<file path="config.mk">
export PLATFORM = sky130hd
export DESIGN_NAME = acia_fifo_ctrl
export DESIGN_NICKNAME = d
export VERILOG_FILES = /design/src/rtl/acia_fifo_ctrl.sv
export SDC_FILE = /design/constraint.sdc
export NUM_CORES = 1
export LEC_CHECK = 0
export BUFFER_PORTS_ARGS = -buffer_cell sky130_fd_sc_hd__buf_2
export CORE_UTILIZATION = 40
export DETAILED_ROUTE_END_ITERATION = 8
export PLACE_DENSITY = 0.66
export SETUP_SLACK_MARGIN = 0.4
export SLEW_MARGIN = 20
export SYNTH_ARGS = -nofsm -noshare
export SYNTH_HDL_FRONTEND = slang
export SYNTH_SLANG_ARGS = --single-unit
</file>
<file path="constraint.sdc">
create_clock -name clk -period 2.5 [get_ports clk]
set_clock_uncertainty 0.15 [all_clocks]
set_input_delay 0.125 -clock clk [delete_from_list [all_inputs] [get_ports clk]]
set_output_delay 0.125 -clock clk [all_outputs]
set_load 0.005 [all_outputs]
</file>
<file path="src/rtl/acia_fifo_ctrl.sv">
// Polling controller for an ACIA register port: initialises the ACIA, then
// moves received bytes into an RX FIFO and TX FIFO bytes into the transmitter.
module acia_fifo_ctrl #(
  parameter int DEPTH = 16,
  parameter int AW    = $clog2(DEPTH)
) (
  input  logic       clk,
  input  logic       rst,
  input  logic [7:0] tx_data,
  input  logic       tx_valid,
  output logic       tx_ready,
  output logic [7:0] rx_data,
  output logic       rx_valid,
  input  logic       rx_ready,
  output logic       rx_err,
  input  logic       err_clr,
  output logic       acia_cs,
  output logic       acia_we,
  output logic       acia_rs,
  output logic [7:0] acia_din,
  input  logic [7:0] acia_dout
);

  typedef enum logic [2:0] {
    RST   = 3'd0,
    INIT0 = 3'd1,
    INIT1 = 3'd2,
    POLL  = 3'd3,
    PCAP  = 3'd4,
    RXRD  = 3'd5,
    RXCAP = 3'd6,
    TXWR  = 3'd7
  } state_e;

  localparam logic [AW:0] PTR_INC = (AW+1)'(1);

  state_e      state_q, state_d;
  logic        rx_err_q, rx_err_d;

  logic [7:0]  tx_mem_q [DEPTH];
  logic [7:0]  rx_mem_q [DEPTH];
  logic [AW:0] tx_wp_q, tx_wp_d, tx_rp_q, tx_rp_d;
  logic [AW:0] rx_wp_q, rx_wp_d, rx_rp_q, rx_rp_d;

  logic        tx_full, tx_empty, rx_full, rx_empty;
  logic        tx_push, tx_pop, rx_push, rx_pop;
  logic        sts_rx_full, sts_tx_empty, sts_err;

  // Pointers carry one extra wrap bit so full and empty are distinguishable.
  assign tx_full  = (tx_wp_q[AW] != tx_rp_q[AW]) && (tx_wp_q[AW-1:0] == tx_rp_q[AW-1:0]);
  assign tx_empty = (tx_wp_q == tx_rp_q);
  assign rx_full  = (rx_wp_q[AW] != rx_rp_q[AW]) && (rx_wp_q[AW-1:0] == rx_rp_q[AW-1:0]);
  assign rx_empty = (rx_wp_q == rx_rp_q);

  assign tx_push = tx_valid && !tx_full;
  assign tx_pop  = (state_q == TXWR);
  assign rx_push = (state_q == RXCAP);
  assign rx_pop  = rx_ready && !rx_empty;

  assign tx_wp_d = tx_push ? tx_wp_q + PTR_INC : tx_wp_q;
  assign tx_rp_d = tx_pop  ? tx_rp_q + PTR_INC : tx_rp_q;
  assign rx_wp_d = rx_push ? rx_wp_q + PTR_INC : rx_wp_q;
  assign rx_rp_d = rx_pop  ? rx_rp_q + PTR_INC : rx_rp_q;

  assign tx_ready = !tx_full;
  assign rx_valid = !rx_empty;
  assign rx_data  = rx_mem_q[rx_rp_q[AW-1:0]];
  assign rx_err   = rx_err_q;

  assign sts_rx_full  = acia_dout[0];
  assign sts_tx_empty = acia_dout[1];
  assign sts_err      = acia_dout[4] | acia_dout[5];

  always_ff @(posedge clk) begin
    if (tx_push) tx_mem_q[tx_wp_q[AW-1:0]] <= tx_data;
    if (rx_push) rx_mem_q[rx_wp_q[AW-1:0]] <= acia_dout;
  end

  always_ff @(posedge clk) begin
    if (rst) begin
      state_q  <= RST;
      rx_err_q <= 1'b0;
      tx_wp_q  <= '0;
      tx_rp_q  <= '0;
      rx_wp_q  <= '0;
      rx_rp_q  <= '0;
    end else begin
      state_q  <= state_d;
      rx_err_q <= rx_err_d;
      tx_wp_q  <= tx_wp_d;
      tx_rp_q  <= tx_rp_d;
      rx_wp_q  <= rx_wp_d;
      rx_rp_q  <= rx_rp_d;
    end
  end

  // A newly sampled error overrides a clear in the same cycle.
  always_comb begin
    rx_err_d = rx_err_q;
    if (err_clr) rx_err_d = 1'b0;
    if (state_q == PCAP && sts_err) rx_err_d = 1'b1;
  end

  always_comb begin
    state_d = state_q;
    case (state_q)
      RST:   state_d = INIT0;
      INIT0: state_d = INIT1;
      INIT1: state_d = POLL;
      POLL:  state_d = PCAP;
      PCAP: begin
        if (sts_rx_full && !rx_full)       state_d = RXRD;
        else if (sts_tx_empty && !tx_empty) state_d = TXWR;
        else                                state_d = POLL;
      end
      RXRD:  state_d = RXCAP;
      RXCAP: state_d = POLL;
      TXWR:  state_d = POLL;
      default: state_d = RST;
    endcase
  end

  always_comb begin
    acia_cs  = 1'b0;
    acia_we  = 1'b0;
    acia_rs  = 1'b0;
    acia_din = 8'h00;
    case (state_q)
      INIT0: begin
        acia_cs  = 1'b1;
        acia_we  = 1'b1;
        acia_din = 8'h03;
      end
      INIT1: begin
        acia_cs = 1'b1;
        acia_we = 1'b1;
      end
      POLL: acia_cs = 1'b1;
      RXRD: begin
        acia_cs = 1'b1;
        acia_rs = 1'b1;
      end
      TXWR: begin
        acia_cs  = 1'b1;
        acia_we  = 1'b1;
        acia_rs  = 1'b1;
        acia_din = tx_mem_q[tx_rp_q[AW-1:0]];
      end
      default: ;
    endcase
  end

endmodule

</file>
-- After elaboration in Yosys (flattened, before gate mapping)
Memory sizes are Yosys's and may differ from the RTL's. A register that Yosys moved wholly into a read port is not among the register bits.
Index checks and enable logic that the tools add are counted.
- bits in registers: 24
- memory bits (writable): 256
- input port bits: 21
- output and inout port bits: 22
- logic and storage cells: 60
- memories: 2
- memory list (name ; depth ; width ; read ports ; clocked after Yosys merged registers in ; wr ports ; RTL line ; source):
    rx_mem_q ; 16 ; 8 ; 1 ; 1 ; 1 ; 41 ; logic [7:0] rx_mem_q [DEPTH];
    tx_mem_q ; 16 ; 8 ; 1 ; 1 ; 1 ; 40 ; logic [7:0] tx_mem_q [DEPTH];
- add/sub/neg operators: 4
- equal/unequal tests: 13
- muxes and demuxes: 17
- bitwise operators: 1
- reduce and logical (&&, ||, !) cells: 17
- operator list (kind ; count):
    adder 5 x 1 -> 5 bit (second input constant) ; 4
    one-hot mux 3 bit (6 select lines) ; 1
    2-to-1 mux 4 bit ; 4
    one-hot mux 8 bit (2 select lines) ; 1
    == test 3 bit (second input constant) ; 4
    == test 5 bit ; 2
    2-to-1 mux 1 bit ; 9
    == test 4 bit ; 2
    logical AND 1 bit ; 7
    == test 3 x 2 -> 1 bit (second input constant) ; 2
    2-to-1 mux 3 bit ; 2
    OR reduction 3 bit ; 2
    OR reduction 5 bit ; 1
    logical NOT 1 bit ; 4
    == test 3 x 1 -> 1 bit (second input constant) ; 1
    logical NOT 3 bit ; 1
    inequality test 1 bit ; 2
    nonzero test 2 bit ; 1
    OR reduction 2 bit ; 1
    OR 1 bit ; 1

-- Depth between registers and ports, before layout
- depth in word-level cells: 6
- mapped depth: 7
- depth with buffers taken out: 5

-- Least setup slack after synthesis
No wires, ideal clock.
- path kind: register to register
- start: register tx_wp_q[3]
- end: memory tx_mem_q[0][0] (enable)
- library setup time: 0.332 ns
- arrival: 1.568 ns
- required time: 2.018 ns
- slack: 0.450 ns
- stages on the path, launching flop included: 7
- path buffers: 2
- period minus slack after synthesis: 2.050 ns
- cells stage by stage: dfxtp_1 clkbuf_2 xnor2_1 and4_1 a21oi_2 clkbuf_1 and3_1
- longest elaborated chain between the ends: 6
- ends and longest elaborated chain (item ; RTL line ; source):
    start, declared ; 42 ; logic [AW:0] tx_wp_q, tx_wp_d, tx_rp_q, tx_rp_d;
    start signal, assigned ; 90 ; tx_wp_q <= tx_wp_d;
    == test 4 bit ; 50 ; assign tx_full = (tx_wp_q[AW] != tx_rp_q[AW]) && (tx_wp_q[AW-1:0] == tx_rp_q[AW-1:0]);
    logical AND 1 bit ; 50 ;
    logical NOT 1 bit ; 55 ; assign tx_push = tx_valid && !tx_full;
    logical AND 1 bit ; 55 ;
    2-to-1 mux 1 bit ; 75 ; if (tx_push) tx_mem_q[tx_wp_q[AW-1:0]] <= tx_data;
    2-to-1 mux 1 bit (not written as such) ; 75 ;
    end, declared ; 40 ;
Parallel ways exist; a longest one is shown, timed or not.

==> qor.txt <==
Later-pin clock latency in the skew report: 540 ps
Metal2 WL: 13.0 mm
Post-Syn Nets: 649
Synthesized area: 0.0116 mm²
DR WL met3: 1.37 mm
Normalized max-slew margin: 59.2%
Routability cong.: 0.820
Die Wd: 172 µm
Max layer used: met4
GRT overflow: 0
Power Density: 695 mW/mm²
R2R setup slack: 510 ps
Crit Path Category: reg -> out
CP max stage cell: mux4_1
Slew at the pin closest to its max-slew limit: 611 ps
Leakage power: 0.00456 µW
Crit path DAT: 2340 ps
Final period util: 105%
Final worst slack: -114 ps
Routed Antenna Nets: 0
Hold depth: 4
Syn avg cell area: 18.8 µm²
Max incr delay on CP: 560 ps
Initial Util: 41.2%
Tmin final: 2610 ps
Violated checks: setup timing
Final hold violation count: 0
H-tree levels: 1
Cells after Synth: 618
CTS clk-pin slew, worst paths: 60 ps
Crit end category: primary output
Slew Limit Fails: 0
# IOs: 43
First-pass GRT wire length: 37.3 mm
Area of the die: 0.0297 mm²
Worst Path Max Fanout: 8
WL/cell: 22.4 µm
Core Util, Final: 49.3%
Yosys Warn Count: 0
Clock Tree Buf Depth: 3
Routed vias: 6021
Vias in the first global route: 6158
Fin area: 0.0139 mm²
CP Launch Type: flip-flop
DRC viols: 0
Hpwl dp: 14.9 mm
RSZ-0062 raised after global routing: yes
Fillers: 2256
Total GRT Usage: 17.3%
Max_cap viols: 0
CP cell instances: buf_12, mux4_1, mux4_2, buf_2
Die height: 172 µm
Antenna violations before repair: 0
Met1 WL: 10.1 mm
Iter 0 DRT Violations: 462
Diodes inserted: 0
Nets: 753
Clock sinks: 288
Cell area after placement: 0.0123 mm²
Fraction of layout cells with a size suffix above 1: 31.4%
Total core area: 0.0282 mm²
FP Rows: 61
Largest net degree at the start of global routing: 35
Top cell type's share of synthesized area: 66.3%
R2R depth: 5
Dpl ws: 394 ps
Seq cells post-synth: 288
Fmax: 383 MHz
Status: finished, violations left
Worst VDD drop: 0.682 mV
Setup violations, final: 9
Register area share after synthesis: 71.8%
1st-pass router iterations: 5
Area grow syn2layout: 19.8%
Detailed Route WL: 25.1 mm
CTS root buffer: clkbuf_16
Synth cell types: 49
Largest cells by area after synthesis: edfxtp_1 66%, mux4_2 9.7%, dfxtp_1 5.5%
Clock buffer count from CTS: 29
Vias per cell: 5.37
Yosys top cell by area: edfxtp_1
Hold Crit Class: in -> reg
CTS tree: built
Port Buf Inserts: 42
Crit path required time: 2230 ps
==> cells in the final DEF (no fill, tap or decap), types with 16 or more instances in the layout <==
cell and count:
buf_4 24, dfxtp_1 24, mux4_2 57, mux2i_1 17, and3_2 16, edfxtp_1 256
clkbuf_16 30, nor2_1 36, nand2_1 20, buf_2 39, dlygate4sd3_1 21
==> stage by stage <==
step	power [µW]	instances	hold slack, ps	TNS (ps)
after floorplan	5500	618	73.9	0
after global placement	5620	1032	267	0
after detailed placement	5630	1032	283	0
after CTS	9710	1117	304	-1130
after global routing	9940	1121	334	-1570
final	9650	1121	314	-814
==> power by group <==
| group | leakage, µW | internal, µW | switching (µW) |
|---|---|---|---|
| sequential | 0.00257 | 5270 | 23.5 |
| combinational | 0.00156 | 112 | 174 |
| clock | 0.000435 | 2330 | 1750 |
==> final timing paths <==
| kind | endpoint | start |
|---|---|---|
| min | tx_wp_q[1] | tx_valid |
| min reg2reg | rx_wp_q[4] | rx_wp_q[4] |
| max reg2reg | tx_mem_q[13][7] | tx_rp_q[0] |
| max | rx_data[3] | flip-flop |
==> logic make-up (layout without fill, tap and decap cells) <==
| kind of cell | count (synthesis) | after routing | synth area share, % |
|---|---|---|---|
| flip-flops | 288 | 288 | 71.8 |
| XOR/XNOR | 19 | 19 | 1.44 |
| AO/OA/AOI/OAI | 36 | 36 | 2.09 |
| adder cells (fa/ha/maj) | 10 | 10 | 1.08 |
| buffers and inverters | 44 | 169 | 2.10 |
| multiplexers | 101 | 101 | 16.2 |
| AND/OR/NAND/NOR | 120 | 120 | 5.30 |
==> Yosys cell counts (all sizes together) <==
master / number
and3: 17
nand4: 7
a22oi: 4
a21boi: 1
a21oi: 10
nor2: 36
or3: 1
mux2: 7
or2: 1
o31ai: 1
xor2: 10
nand2: 20
edfxtp: 256
and4: 2
nand2b: 6
mux4: 64
nor2b: 7
xnor2: 9
and2: 2
a211o: 1
nand4b: 1
o211ai: 1
o311ai: 2
mux2i: 30
a31oi: 1
ha: 10
clkbuf: 13
nand3: 11
nor3: 6
nor4: 2
a311oi: 2
buf: 19
o21ai: 3
dfxtp: 32
o2111ai: 1
inv: 12
a2111oi: 2
and3b: 1
a211oi: 1
o22ai: 6
==> critical path: cells and delay by family, from the launching register on <==
kind     cells  cell delay, ps
flops        1             450
mux          2            1020
buf+inv      2             310
==> repair_timing <==
action	CTS	global route
hold buffers	21	0
endpoints found under the hold margin	282	0
gates cloned	7	1
endpoints found under the setup margin	42	104
setup buffers	5	3
pin swaps	10	7
gates resized for setup	39	33
==> per-layer routing <==
layer,vias to the layer above,GRT usage [%]
li1,2685,-
met1,3061,21.6
met2,227,30.8
met3,48,2.49
met4,0,5.77
met5,-,0
==> final cells by class <==
cell class	count	area, µm²	share of cell area, %
flip-flops and latches	288	8340	60.1
multi-input cells	286	3150	22.7
repair buffers	105	993	7.15
clock buffers	33	741	5.33
well taps	378	473	3.40
clock inverters	19	150	1.08
inverters	12	45.0	0.324
==> sequential cells by signal (all words and copies together) (netlist names), named ones only <==
signal and count:
rx_wp_q 5, tx_rp_q 5, tx_wp_q 5, state_q 3, rx_err 1, rx_mem_q 128
rx_rp_q 5, tx_mem_q 128
No activity file was read; power rests on OpenSTA's default activity.
